### config.mk
export PLATFORM = sky130hd
export DESIGN_NAME = id_ex_stage
export DESIGN_NICKNAME = d
export VERILOG_FILES = /design/src/rtl/pipe_pkg.sv /design/src/rtl/forward_unit.sv /design/src/rtl/id_ex_stage.sv
export SDC_FILE = /design/constraint.sdc
export NUM_CORES = 1
export LEC_CHECK = 0
export CORE_MARGIN = 1.5
export CORE_UTILIZATION = 45
export DETAILED_ROUTE_END_ITERATION = 6
export PLACE_DENSITY = 0.82
export RECOVER_POWER = 100
export SLEW_MARGIN = 20
export SYNTH_ARGS = -nofsm -noshare
export SYNTH_HDL_FRONTEND = slang
export SYNTH_SLANG_ARGS = --single-unit
export TNS_END_PERCENT = 10
### constraint.sdc
create_clock -name clk -period 5 [get_ports clk]
set_input_delay 0.5 -clock clk [delete_from_list [all_inputs] [get_ports clk]]
set_output_delay 0.5 -clock clk [all_outputs]
set_load 0.005 [all_outputs]
### src/rtl/pipe_pkg.sv
// Shared definitions for the RV32I pipeline: ALU op codes, the ID/EX
// register layout and small helpers used by the ID/EX stage.
package pipe_pkg;

  // Datapath widths the ID/EX register layout is built for. The stage
  // parameters default to these values and are expected to match them.
  localparam int XLEN    = 32;
  localparam int XADDR_W = 5;

  // 4-bit ALU control codes understood by the execute-stage ALU.
  typedef enum logic [3:0] {
    ALU_AND  = 4'b0000,
    ALU_OR   = 4'b0001,
    ALU_ADD  = 4'b0010,
    ALU_XOR  = 4'b0011,
    ALU_SUB  = 4'b0110,
    ALU_SLL  = 4'b0111,
    ALU_SRL  = 4'b1001,
    ALU_SRA  = 4'b1011,
    ALU_SLTU = 4'b1110
  } alu_op_e;

  // Contents of the ID/EX pipeline register.
  typedef struct packed {
    logic               valid;
    logic [XLEN-1:0]    pc;
    logic [XLEN-1:0]    rs1_data;
    logic [XLEN-1:0]    rs2_data;
    logic [XLEN-1:0]    imm;
    logic [XADDR_W-1:0] rs1;
    logic [XADDR_W-1:0] rs2;
    logic [XADDR_W-1:0] rd;
    logic [3:0]         alu_control;
    logic               alu_src;
    logic               alu_src_pc;
    logic               reg_write;
    logic               mem_read;
    logic               mem_write;
    logic               mem_to_reg;
  } id_ex_t;

  // A bubble is an all-zero entry that still presents ADD to the ALU, so
  // an empty EX stage computes 0 + 0 instead of an arbitrary operation.
  function automatic id_ex_t bubble_entry();
    id_ex_t e;
    e             = '0;
    e.alu_control = ALU_ADD;
    return e;
  endfunction

  // Shift ops take their amount from the low five bits of operand 2 only.
  function automatic logic is_shift(input logic [3:0] op);
    return (op == ALU_SLL) || (op == ALU_SRL) || (op == ALU_SRA);
  endfunction

endpackage

### src/rtl/forward_unit.sv
// Operand bypass for one source register: picks the youngest in-flight
// result (EX/MEM first, then MEM/WB) that targets the requested index,
// otherwise passes the value already held in the ID/EX register.
module forward_unit #(
  parameter int REG_WIDTH  = 32,
  parameter int REG_ADDR_W = 5
) (
  input  logic [REG_ADDR_W-1:0] src_idx,
  input  logic [REG_WIDTH-1:0]  reg_value,
  input  logic                  mem_reg_write,
  input  logic [REG_ADDR_W-1:0] mem_rd,
  input  logic [REG_WIDTH-1:0]  mem_result,
  input  logic                  wb_reg_write,
  input  logic [REG_ADDR_W-1:0] wb_rd,
  input  logic [REG_WIDTH-1:0]  wb_result,
  output logic [REG_WIDTH-1:0]  fwd_value
);

  // Bypass select: x0 is hardwired zero, so a write to it is never forwarded.
  always_comb begin
    fwd_value = reg_value;
    if (src_idx != '0) begin
      if (mem_reg_write && (mem_rd == src_idx)) begin
        fwd_value = mem_result;
      end else if (wb_reg_write && (wb_rd == src_idx)) begin
        fwd_value = wb_result;
      end
    end
  end

endmodule

### src/rtl/id_ex_stage.sv
// ID/EX pipeline register with operand forwarding, load-use hazard
// detection and ALU operand selection for the RV32I execute stage.
//
// Hold semantics: stall and hazard_stall are level signals sampled on the
// rising edge. stall (from outside) freezes this entry; hazard_stall (from
// here) tells IF/ID to hold its instruction while this stage inserts a
// bubble, and the held instruction is accepted on the first edge where
// hazard_stall is low. flush overrides both and squashes the entry.
module id_ex_stage
  import pipe_pkg::*;
#(
  parameter int REG_WIDTH  = XLEN,
  parameter int REG_ADDR_W = XADDR_W
) (
  input  logic                  clk,
  input  logic                  reset,
  input  logic                  id_valid,
  input  logic [REG_WIDTH-1:0]  id_pc,
  input  logic [REG_WIDTH-1:0]  id_rs1_data,
  input  logic [REG_WIDTH-1:0]  id_rs2_data,
  input  logic [REG_WIDTH-1:0]  id_imm,
  input  logic [REG_ADDR_W-1:0] id_rs1,
  input  logic [REG_ADDR_W-1:0] id_rs2,
  input  logic [REG_ADDR_W-1:0] id_rd,
  input  logic [3:0]            id_alu_control,
  input  logic                  id_alu_src,
  input  logic                  id_alu_src_pc,
  input  logic                  id_reg_write,
  input  logic                  id_mem_read,
  input  logic                  id_mem_write,
  input  logic                  id_mem_to_reg,
  input  logic                  stall,
  input  logic                  flush,
  input  logic                  mem_reg_write,
  input  logic [REG_ADDR_W-1:0] mem_rd,
  input  logic [REG_WIDTH-1:0]  mem_result,
  input  logic                  wb_reg_write,
  input  logic [REG_ADDR_W-1:0] wb_rd,
  input  logic [REG_WIDTH-1:0]  wb_result,
  output logic                  hazard_stall,
  output logic [REG_WIDTH-1:0]  alu_in1,
  output logic [REG_WIDTH-1:0]  alu_in2,
  output logic [3:0]            alu_control,
  output logic                  ex_valid,
  output logic [REG_WIDTH-1:0]  ex_pc,
  output logic [REG_ADDR_W-1:0] ex_rd,
  output logic [REG_WIDTH-1:0]  ex_store_data,
  output logic                  ex_reg_write,
  output logic                  ex_mem_read,
  output logic                  ex_mem_write,
  output logic                  ex_mem_to_reg
);

  id_ex_t               ex_q;
  id_ex_t               ex_d;
  id_ex_t               id_entry;
  logic [REG_WIDTH-1:0] fwd_rs1;
  logic [REG_WIDTH-1:0] fwd_rs2;
  logic [REG_WIDTH-1:0] op2;
  logic                 rs1_conflict;
  logic                 rs2_conflict;

  // Bypass for the registered rs1 index.
  forward_unit #(
    .REG_WIDTH (REG_WIDTH),
    .REG_ADDR_W(REG_ADDR_W)
  ) u_fwd_rs1 (
    .src_idx      (ex_q.rs1),
    .reg_value    (ex_q.rs1_data),
    .mem_reg_write(mem_reg_write),
    .mem_rd       (mem_rd),
    .mem_result   (mem_result),
    .wb_reg_write (wb_reg_write),
    .wb_rd        (wb_rd),
    .wb_result    (wb_result),
    .fwd_value    (fwd_rs1)
  );

  // Bypass for the registered rs2 index.
  forward_unit #(
    .REG_WIDTH (REG_WIDTH),
    .REG_ADDR_W(REG_ADDR_W)
  ) u_fwd_rs2 (
    .src_idx      (ex_q.rs2),
    .reg_value    (ex_q.rs2_data),
    .mem_reg_write(mem_reg_write),
    .mem_rd       (mem_rd),
    .mem_result   (mem_result),
    .wb_reg_write (wb_reg_write),
    .wb_rd        (wb_rd),
    .wb_result    (wb_result),
    .fwd_value    (fwd_rs2)
  );

  // Load-use detection: a load in EX cannot forward in time to a consumer
  // in ID. rs2 only matters when it is actually read (register operand or
  // store data).
  always_comb begin
    rs1_conflict = (ex_q.rd == id_rs1);
    rs2_conflict = (ex_q.rd == id_rs2) && (!id_alu_src || id_mem_write);
    hazard_stall = id_valid && !flush && ex_q.valid && ex_q.mem_read &&
                   (ex_q.rd != '0) && (rs1_conflict || rs2_conflict);
  end

  // Entry built from the ID stage; control bits of a non-instruction are
  // cleared so they can never reach EX/MEM.
  always_comb begin
    id_entry             = '0;
    id_entry.valid       = id_valid;
    id_entry.pc          = id_pc;
    id_entry.rs1_data    = id_rs1_data;
    id_entry.rs2_data    = id_rs2_data;
    id_entry.imm         = id_imm;
    id_entry.rs1         = id_rs1;
    id_entry.rs2         = id_rs2;
    id_entry.rd          = id_rd;
    id_entry.alu_control = id_alu_control;
    id_entry.alu_src     = id_alu_src;
    id_entry.alu_src_pc  = id_alu_src_pc;
    id_entry.reg_write   = id_valid && id_reg_write;
    id_entry.mem_read    = id_valid && id_mem_read;
    id_entry.mem_write   = id_valid && id_mem_write;
    id_entry.mem_to_reg  = id_valid && id_mem_to_reg;
  end

  // Next-entry select: flush > stall > load-use bubble > normal load. A
  // held entry refreshes its operand data with the forwarded values so a
  // result retiring from WB during the hold is kept.
  always_comb begin
    ex_d = ex_q;
    if (flush) begin
      ex_d = bubble_entry();
    end else if (stall) begin
      ex_d.rs1_data = fwd_rs1;
      ex_d.rs2_data = fwd_rs2;
    end else if (hazard_stall) begin
      ex_d = bubble_entry();
    end else begin
      ex_d = id_entry;
    end
  end

  // ID/EX register with synchronous reset to a bubble.
  always_ff @(posedge clk) begin
    if (reset) begin
      ex_q <= bubble_entry();
    end else begin
      ex_q <= ex_d;
    end
  end

  // Operand muxes; shift amounts are trimmed to five bits because the ALU
  // shifts by its whole second operand.
  always_comb begin
    alu_in1 = ex_q.alu_src_pc ? ex_q.pc : fwd_rs1;
    op2     = ex_q.alu_src ? ex_q.imm : fwd_rs2;
    if (is_shift(ex_q.alu_control)) begin
      alu_in2 = {{(REG_WIDTH-5){1'b0}}, op2[4:0]};
    end else begin
      alu_in2 = op2;
    end
  end

  // Registered fields toward EX/MEM; control bits are qualified by valid.
  always_comb begin
    alu_control   = ex_q.alu_control;
    ex_valid      = ex_q.valid;
    ex_pc         = ex_q.pc;
    ex_rd         = ex_q.rd;
    ex_store_data = fwd_rs2;
    ex_reg_write  = ex_q.valid && ex_q.reg_write;
    ex_mem_read   = ex_q.valid && ex_q.mem_read;
    ex_mem_write  = ex_q.valid && ex_q.mem_write;
    ex_mem_to_reg = ex_q.valid && ex_q.mem_to_reg;
  end

endmodule

==> Flow_metrics.wiki, run 1 <==
{| class="wikitable"
! Metric !! Value
|-
| Status || complete, but fails checks
|-
| Violations in the final reports || max-capacitance violations, max-slew violations
|-
| Hold wc startpoint || ex_q[28]$_SDFFE_PP0N_
|-
| Max Slew Vio Count || 149
|-
| H-tree Lvls || 4
|-
| Net count of the finished layout || about 1.7k
|-
| Setup CP Type || primary input to primary output
|-
| Weighted congestion at the end of routability-driven global placement || 0.9728
|-
| Number of global-route vias before repair || 10.39k
|-
| Antenna violations before repair || 3
|-
| Reported leakage power || 4.870 nW
|-
| Startpoint class of the critical path || primary input
|-
| Met1 capacity usage during global routing || 0.4514
|-
| Final Hold Violating Endpoints || 0
|-
| Die width || ~150 µm
|-
| Cell type contributing the most total cell area after synthesis || dfxtp_1
|-
| Met2 Usage GRT || 0.5455
|-
| Via Count || roughly 11k
|-
| Highest fanout seen on the critical path || 16
|-
| Final worst path period need || 4.496 ns
|-
| Initial Utilization || 0.4570
|-
| Max Freq || 222.4 MHz
|-
| Number of enable-type register cells in the synthesized netlist || 0
|-
| Library cells used by synthesis || 54
|-
| Most common flop cell mapped by yosys || dfxtp_1
|-
| Leading post-synthesis cells by instance count || dfxtp_1 (154), nand2_1 (134), a21oi_1 (100)
|-
| Cts hold-fix bufs || 0
|-
| Synthesized Nets || 1,469
|-
| Number of clock buffers inserted by TritonCTS || 17
|-
| Wire length of the first global-routing pass || just over 60,000 µm
|-
| Kind of capture point of the worst setup path || primary output
|-
| Root buffer cell || clkbuf_16
|-
| Largest voltage drop on the vdd net || 0.0002035 V
|-
| Pin count of the biggest net entering global routing || 149
|-
| Starting DRT DRC Count || 1,245
|-
| Number of sinks on the clock net || 154
|-
| Setup slack of the worst register-to-register path || 0.76 ns
|-
| Post-DP HPWL || 28,490 µm
|-
| Total power per unit cell area || 238.8 nW/µm²
|-
| Die height || between 150 and 200 µm
|-
| Floorplan row count || 54
|-
| Post-DRT Antenna Nets || 0
|-
| Remaining Overflow, GRT || 0
|-
| Most crowded layer after global routing || met2
|-
| Global routing usage summed across all routing layers || 0.3475
|-
| Remaining routing DRC violations || 0
|-
| Final setup viols || 0
|-
| Unrepaired setup endpoints after global routing || no
|-
| Via-per-instance ratio || 6.232
|-
| Final clock skew || 0.01943 ns
|-
| Cell with the most instances after synthesis || dfxtp_1
|-
| FF-to-FF Start || ex_rd[0]$_SDFFE_PP0N_
|-
| Cell count after synthesis || 1,235
|-
| Number of filler instances in the final layout || 1,890
|-
| Pin slew with the least headroom to its limit || 2.933 ns
|-
| Fraction of final layout cells sized beyond drive strength 1 || 0.08139
|-
| WHS || 0.4656 ns
|-
| Number of cells upsized or downsized after cts || 0
|-
| Synthesized area divided by synthesized cell count || 8.026 µm²
|-
| Top cell type's share of synthesized area || 0.3110
|-
| Sequential cell area fraction in the yosys report || 0.3110
|-
| Bufs on Longest Clock Path || 2
|-
| Dominant cells by area after synthesis || dfxtp_1 (31%), o221ai_1 (7.8%), o221a_2 (6.2%)
|-
| Flip-flop and latch count after synthesis || 154
|-
| Share of synthesized flip-flops with an asynchronous set or reset || 0
|-
| Area of the mapped netlist || just under 10,000 µm²
|-
| Hold Path Cell Cnt || 2
|-
| Clock-pin slew on the worst setup and hold paths || 0.07 ns
|-
| Clock latency on the worst-skew pair || 0.44 ns
|-
| Die area || 22,930 µm²
|-
| Reg-to-reg critical path endpoint || ex_q[56]$_SDFFE_PP0N_
|-
| Wire per inst || 22.98 µm
|-
| I/O pins || 377
|-
| Worst EP required || 4.50 ns
|-
| Cell depth of the worst flop-to-flop path || 5
|-
| DRT Pass-1 Iters || 5
|-
| Share of the cycle needed by the critical path after routing || 0.8992
|-
| Area growth from synthesis to layout || 40.72%
|-
| # Post-CTS Setup Buffers || 0
|-
| Warnings, synthesis || 0
|-
| Core Footprint || 21,690 µm²
|-
| Fin Setup TNS || 0 ns
|-
| Total detailed-routing wirelength || 41,050 µm
|-
| GR Util met3 || 0.08494
|-
| CTS tree || built
|-
| Arrival time worst endpoint || roughly 4 ns
|-
| Path type of the worst min-delay path || register to register
|-
| Buffers on Ports || 376
|-
| Number of maximum-capacitance violations || 1
|-
| Terminating pin of the worst hold path || ex_q[28]$_SDFFE_PP0N_
|-
| Slew headroom || -0.9552
|}
## where the power goes
part | switching, W | internal, W | total, W
logic | 0.000310 | 0.000358 | 0.000668
clock network | 0.000608 | 0.000759 | 0.00137
registers | 0.0000300 | 0.00127 | 0.00130
## layout make-up
cell class / instances / area (µm²) / share of cell area
Multi-Input combinational cell: 852 / 5695 / 0.4083
Timing Repair Buffer: 399 / 3961 / 0.2840
Sequential cell: 154 / 3083 / 0.2210
Clock buffer: 18 / 429.2 / 0.03077
Tap cell: 280 / 350.3 / 0.02512
Inverter: 62 / 232.7 / 0.01668
Clock inverter: 14 / 178.9 / 0.01283
Antenna cell: 7 / 17.52 / 0.001256
## kinds of logic after synthesis
logic type	after synthesis	synth area share
buf+inv	229	0.1144
xor+xnor	30	0.02651
flops	154	0.3110
compound gates	490	0.3601
mux	33	0.03345
simple gates	299	0.1545
## flip-flops by register name, summed over array words and instances, names as in the netlist
| signal | cells |
|---|---|
| ex_q | 112 |
| ex_pc | 32 |
| ex_rd | 5 |
| alu_control | 4 |
| ex_valid | 1 |
## worst max path at each step
stage,startpoint,endpoint,cells after the start
finish,mem_rd[2],alu_in1[12],8
detailed placement,mem_rd[2],alu_in1[11],8
global route,mem_rd[1],alu_in1[22],8
global placement,mem_rd[0],alu_in1[13],8
CTS,mem_rd[2],alu_in1[11],8
floorplan,wb_rd[4],alu_in1[0],6
## cell usage in the layout (no fill, tap or decap), drive strengths merged, types with 2 or more instances in the layout
master / Yosys / routed
dlygate4sd3: 0 / 97
o221ai: 88 / 88
clkinv: 0 / 2
o221a: 59 / 59
nand4: 3 / 3
xnor2: 16 / 16
nand2: 135 / 135
clkdlybuf4s50: 0 / 278
nand2b: 6 / 6
o211ai: 61 / 61
inv: 62 / 69
nor4: 3 / 3
a22oi: 28 / 28
clkbuf: 73 / 23
a211oi: 3 / 3
a2111oi: 5 / 5
nor3: 7 / 7
bufinv: 0 / 2
and3: 32 / 32
clkinvlp: 0 / 3
and2: 9 / 9
a221o: 8 / 8
dfxtp: 154 / 154
o21a: 7 / 7
diode: 0 / 7
buf: 94 / 19
mux2i: 32 / 32
a21oi: 100 / 100
and4: 2 / 2
nor2b: 86 / 86
o21ai: 93 / 93
o2111ai: 4 / 4
a22o: 4 / 4
a21o: 2 / 2
nor2: 10 / 10
nand3: 4 / 4
o22ai: 27 / 27
xor2: 14 / 14
## stage by stage
step | total power, W | instances | cell area [µm²] | utilization | setup slack, ns
after floorplan | 0.001610 | 1235 | 9912 | - | 2.759
after global placement | 0.001991 | 1745 | 13360 | 0.6160 | 1.000
after detailed placement | 0.001995 | 1745 | 13360 | 0.6160 | 0.9980
after CTS | 0.003346 | 1777 | 13970 | 0.6440 | 0.9856
after global routing | 0.003429 | 1782 | 13940 | 0.6427 | 0.3979
final | 0.003331 | 1786 | 13950 | 0.6431 | 0.5041
## routing by layer
layer,vias up,share of wire
li1,5078,-
met3,95,0.11
met2,716,0.46
met5,-,0
met1,5242,0.39
met4,0,0.036
## critical path, cell delays in order
cell	delay (ns)
clkdlybuf4s50_1	0.51
xnor2_1	0.14
nand4_1	0.21
nor2_4	0.55
clkbuf_1	0.59
mux2i_1	0.65
o221ai_1	0.21
dlygate4sd3_1	0.62
Note: power is estimated with default switching activity, not from simulation.
==> run 2: changes to the inputs <==
GPL_TIMING_DRIVEN = 0   (was unset)
==> run 2 against run 1 <==
Compared with the run above: the flow now finishes without violations; non-clock buffer count grew 143; sequential power is essentially flat; register-to-register slack gained 0.91 ns; sequential share of layout area shrank 0.87 points; via count grew 5.4%; final area grew 4.1%; maximum frequency shrank 1.4%; critical path depth grew 1; combinational power grew 4.9%; flip-flop and latch count is the same; count of clock-buffer cells in the layout is the same; wire length grew 6.3%.
==> Flow_metrics.wiki, run 2 (synthesis results as in run 1) <==
{| class="wikitable"
! Metric !! Value
|-
| Floorplan row count || 54 (unchanged)
|-
| Die height || 151.4 µm (unchanged)
|-
| # Post-CTS Setup Buffers || 0 (unchanged)
|-
| Weighted congestion at the end of routability-driven global placement || 0.9624 (-1.1%)
|-
| Largest voltage drop on the vdd net || 0.0002244 V (+10%)
|-
| Clock latency on the worst-skew pair || 0.44 ns (about the same)
|-
| Remaining routing DRC violations || 0 (unchanged)
|-
| Core Footprint || 21,690 µm² (unchanged)
|-
| Slew headroom || 0.3138 (+1.269)
|-
| Kind of capture point of the worst setup path || primary output
|-
| Largest register by flop count || ex_q
|-
| Post-DRT Antenna Nets || 0 (unchanged)
|-
| Number of sinks on the clock net || 154 (unchanged)
|-
| Die width || 151.4 µm (unchanged)
|-
| Buffers on Ports || 375 (-0.27%)
|-
| Number of filler instances in the final layout || 1,895 (+0.26%)
|-
| Final clock skew || 0.01151 ns (-0.007920 ns)
|-
| Bufs on Longest Clock Path || 2 (unchanged)
|-
| DRT Pass-1 Iters || 5 (unchanged)
|-
| Via-per-instance ratio || 6.096 (-2.2%)
|-
| Path type of the worst min-delay path || register to register
|-
| Switching power || 0.0009619 W (+1.5%)
|-
| Starting DRT DRC Count || 1,302 (+4.6%)
|-
| Total detailed-routing wirelength || 43,630 µm (+6.3%)
|-
| Remaining Overflow, GRT || 0 (unchanged)
|-
| Fraction of power consumed by sequential logic || 0.393 (+0.004)
|-
| I/O pins || 377 (unchanged)
|-
| Combinational power share || 0.213 (+0.012)
|-
| Number of maximum-capacitance violations || 0 (-1)
|-
| Clock-pin slew on the worst setup and hold paths || 0.07 ns (about the same)
|-
| Post-DP HPWL || 33,990 µm (+19%)
|-
| Fraction of final layout cells sized beyond drive strength 1 || 0.1054 (+0.02397)
|-
| Unrepaired setup endpoints after global routing || no
|-
| Cts hold-fix bufs || 0 (unchanged)
|-
| Initial Utilization || 0.4570 (unchanged)
|-
| Wire length of the first global-routing pass || 63,700 µm (+5.4%)
|-
| Status || finished, final reports clean
|-
| Via Count || 11.73k (+5.4%)
|-
| Net count of the finished layout || 1,863 (+8.3%)
|-
| Number of cells upsized or downsized after cts || 0 (unchanged)
|-
| Total power per unit cell area || 227.1 nW/µm² (-4.9%)
|-
| Clock network fraction of total power || 0.395 (-0.015)
|-
| Final Hold Violating Endpoints || 0 (unchanged)
|-
| Final worst path period need || 4.562 ns (+0.06588 ns)
|-
| Die area || 22,930 µm² (unchanged)
|-
| Design internal power || 0.002336 W (-2.0%)
|-
| Number of global-route vias before repair || 11.09k (+6.8%)
|-
| Arrival time worst endpoint || 4.06 ns (+0.06 ns)
|-
| Reported leakage power || 5.238 nW (+7.6%)
|-
| Most common cell after layout, fill and taps aside || clkdlybuf4s50_1
|-
| CTS tree || built
|-
| Number of clock buffers inserted by TritonCTS || 17 (unchanged)
|-
| Root buffer cell || clkbuf_16
|-
| Setup CP Type || primary input to primary output
|-
| Fraction of power spent switching nets || 0.2917 (+0.007089)
|-
| Pin count of the biggest net entering global routing || 17 (-89%)
|-
| Highest fanout seen on the critical path || 10 (-6)
|-
| H-tree Lvls || 4 (unchanged)
|-
| Startpoint class of the critical path || primary input
|-
| Global routing usage summed across all routing layers || 0.3695 (+0.02204)
|-
| Wire per inst || 22.66 µm (-1.4%)
|-
| Max Slew Vio Count || 0 (-100%)
|-
| Most frequent cells in the layout || clkdlybuf4s50_1 (265), dfxtp_1 (154), nand2_1 (135)
|-
| Max Freq || 219.2 MHz (-1.4%)
|-
| Worst EP required || 4.50 ns (about the same)
|-
| Pin slew with the least headroom to its limit || 1.020 ns (-1.913 ns)
|-
| Fin Setup TNS || 0 ns (unchanged)
|-
| Area growth from synthesis to layout || 46.49%
|-
| Final setup viols || 0 (unchanged)
|-
| Sum of internal, switching and leakage power || 0.003298 W (-1.0%)
|-
| Share of the cycle needed by the critical path after routing || 0.9123 (+0.01318)
|-
| Antenna violations before repair || 3 (unchanged)
|-
| Number of flip-flops under the largest register name || 112 (unchanged)
|}
[run 2: cell types whose count changed in the layout (fill, tap and decap cells not counted), moves of 4 or more]
cell	previous run	this run
clkbuf_1	4	89
buf_2	0	24
buf_4	15	39
clkdlybuf4s50_1	278	265
dlygate4sd3_1	97	110
clkbuf_4	0	12
diode_2	7	3
[run 2: power groups by stage]
| stage | sequential (W) | combinational (W) | clock, W |
|---|---|---|---|
| after floorplan | 0.00131 | 0.000298 | 0 |
| after global placement | 0.00132 | 0.000705 | 0 |
| after detailed placement | 0.00132 | 0.000709 | 0 |
| after CTS | 0.00129 | 0.000713 | 0.00129 |
| after global routing | 0.00130 | 0.000743 | 0.00134 |
| final | 0.00130 | 0.000701 | 0.00130 |
[run 2: stage by stage]
step	util	std cells	instance area, µm²	hold WS (ns)	setup slack [ns]
4_1_cts	0.6723	1922	14580	0.4632	0.9962
5_1_grt	0.6694	1924	14520	0.4805	0.3901
6_report	0.6695	1925	14520	0.4636	0.4383
3_5_place_dp	0.6462	1890	14020	0.4521	1.023
2_1_floorplan	-	1235	9912	0.4402	2.759
3_3_place_gp	0.6462	1890	14020	0.4477	1.001
[run 2: worst max-delay path: stages]
cell           delay, ns
dlygate4sd3_1       0.61
xnor2_1             0.23
and4_2              0.29
buf_6               0.15
a22oi_4             0.09
o21ai_0             0.69
clkbuf_1            0.56
o221a_2             0.31
dlygate4sd3_1       0.62
[run 2: worst paths after layout]
path / start / endpoint / slack [ns] / cells past startpoint
worst max-delay path: mem_rd[0] / alu_in2[27] / 0.44 / 9
worst min-delay path: ex_q[2]$_SDFFE_PP0N_ / ex_q[2]$_SDFFE_PP0N_ / 0.46 / 2
worst max register to register: ex_rd[0]$_SDFFE_PP0N_ / ex_q[5]$_SDFFE_PP0N_ / 1.67 / 8
worst min register to register: ex_q[2]$_SDFFE_PP0N_ / ex_q[2]$_SDFFE_PP0N_ / 0.46 / 2
[run 2: area by class of cell]
type | count | area (µm²) | area share
clock buffer | 18 | 429.2 | 0.02956
clock inverter | 14 | 135.1 | 0.009306
buffer | 167 | 863.3 | 0.05946
antenna | 3 | 7.507 | 0.0005170
inverter | 62 | 232.7 | 0.01603
tap | 280 | 350.3 | 0.02413
sequential | 154 | 3083 | 0.2123
multi-input combinational | 852 | 5665 | 0.3902
timing repair buffer | 375 | 3754 | 0.2585
[run 2: layer usage]
layer | vias up | global-route usage | routed length (µm)
met5 | - | 0 | 9
met4 | 2 | 0.1684 | 1893
met3 | 132 | 0.08343 | 4823
met2 | 763 | 0.5998 | 20140
met1 | 5481 | 0.4649 | 16760
li1 | 5356 | - | -
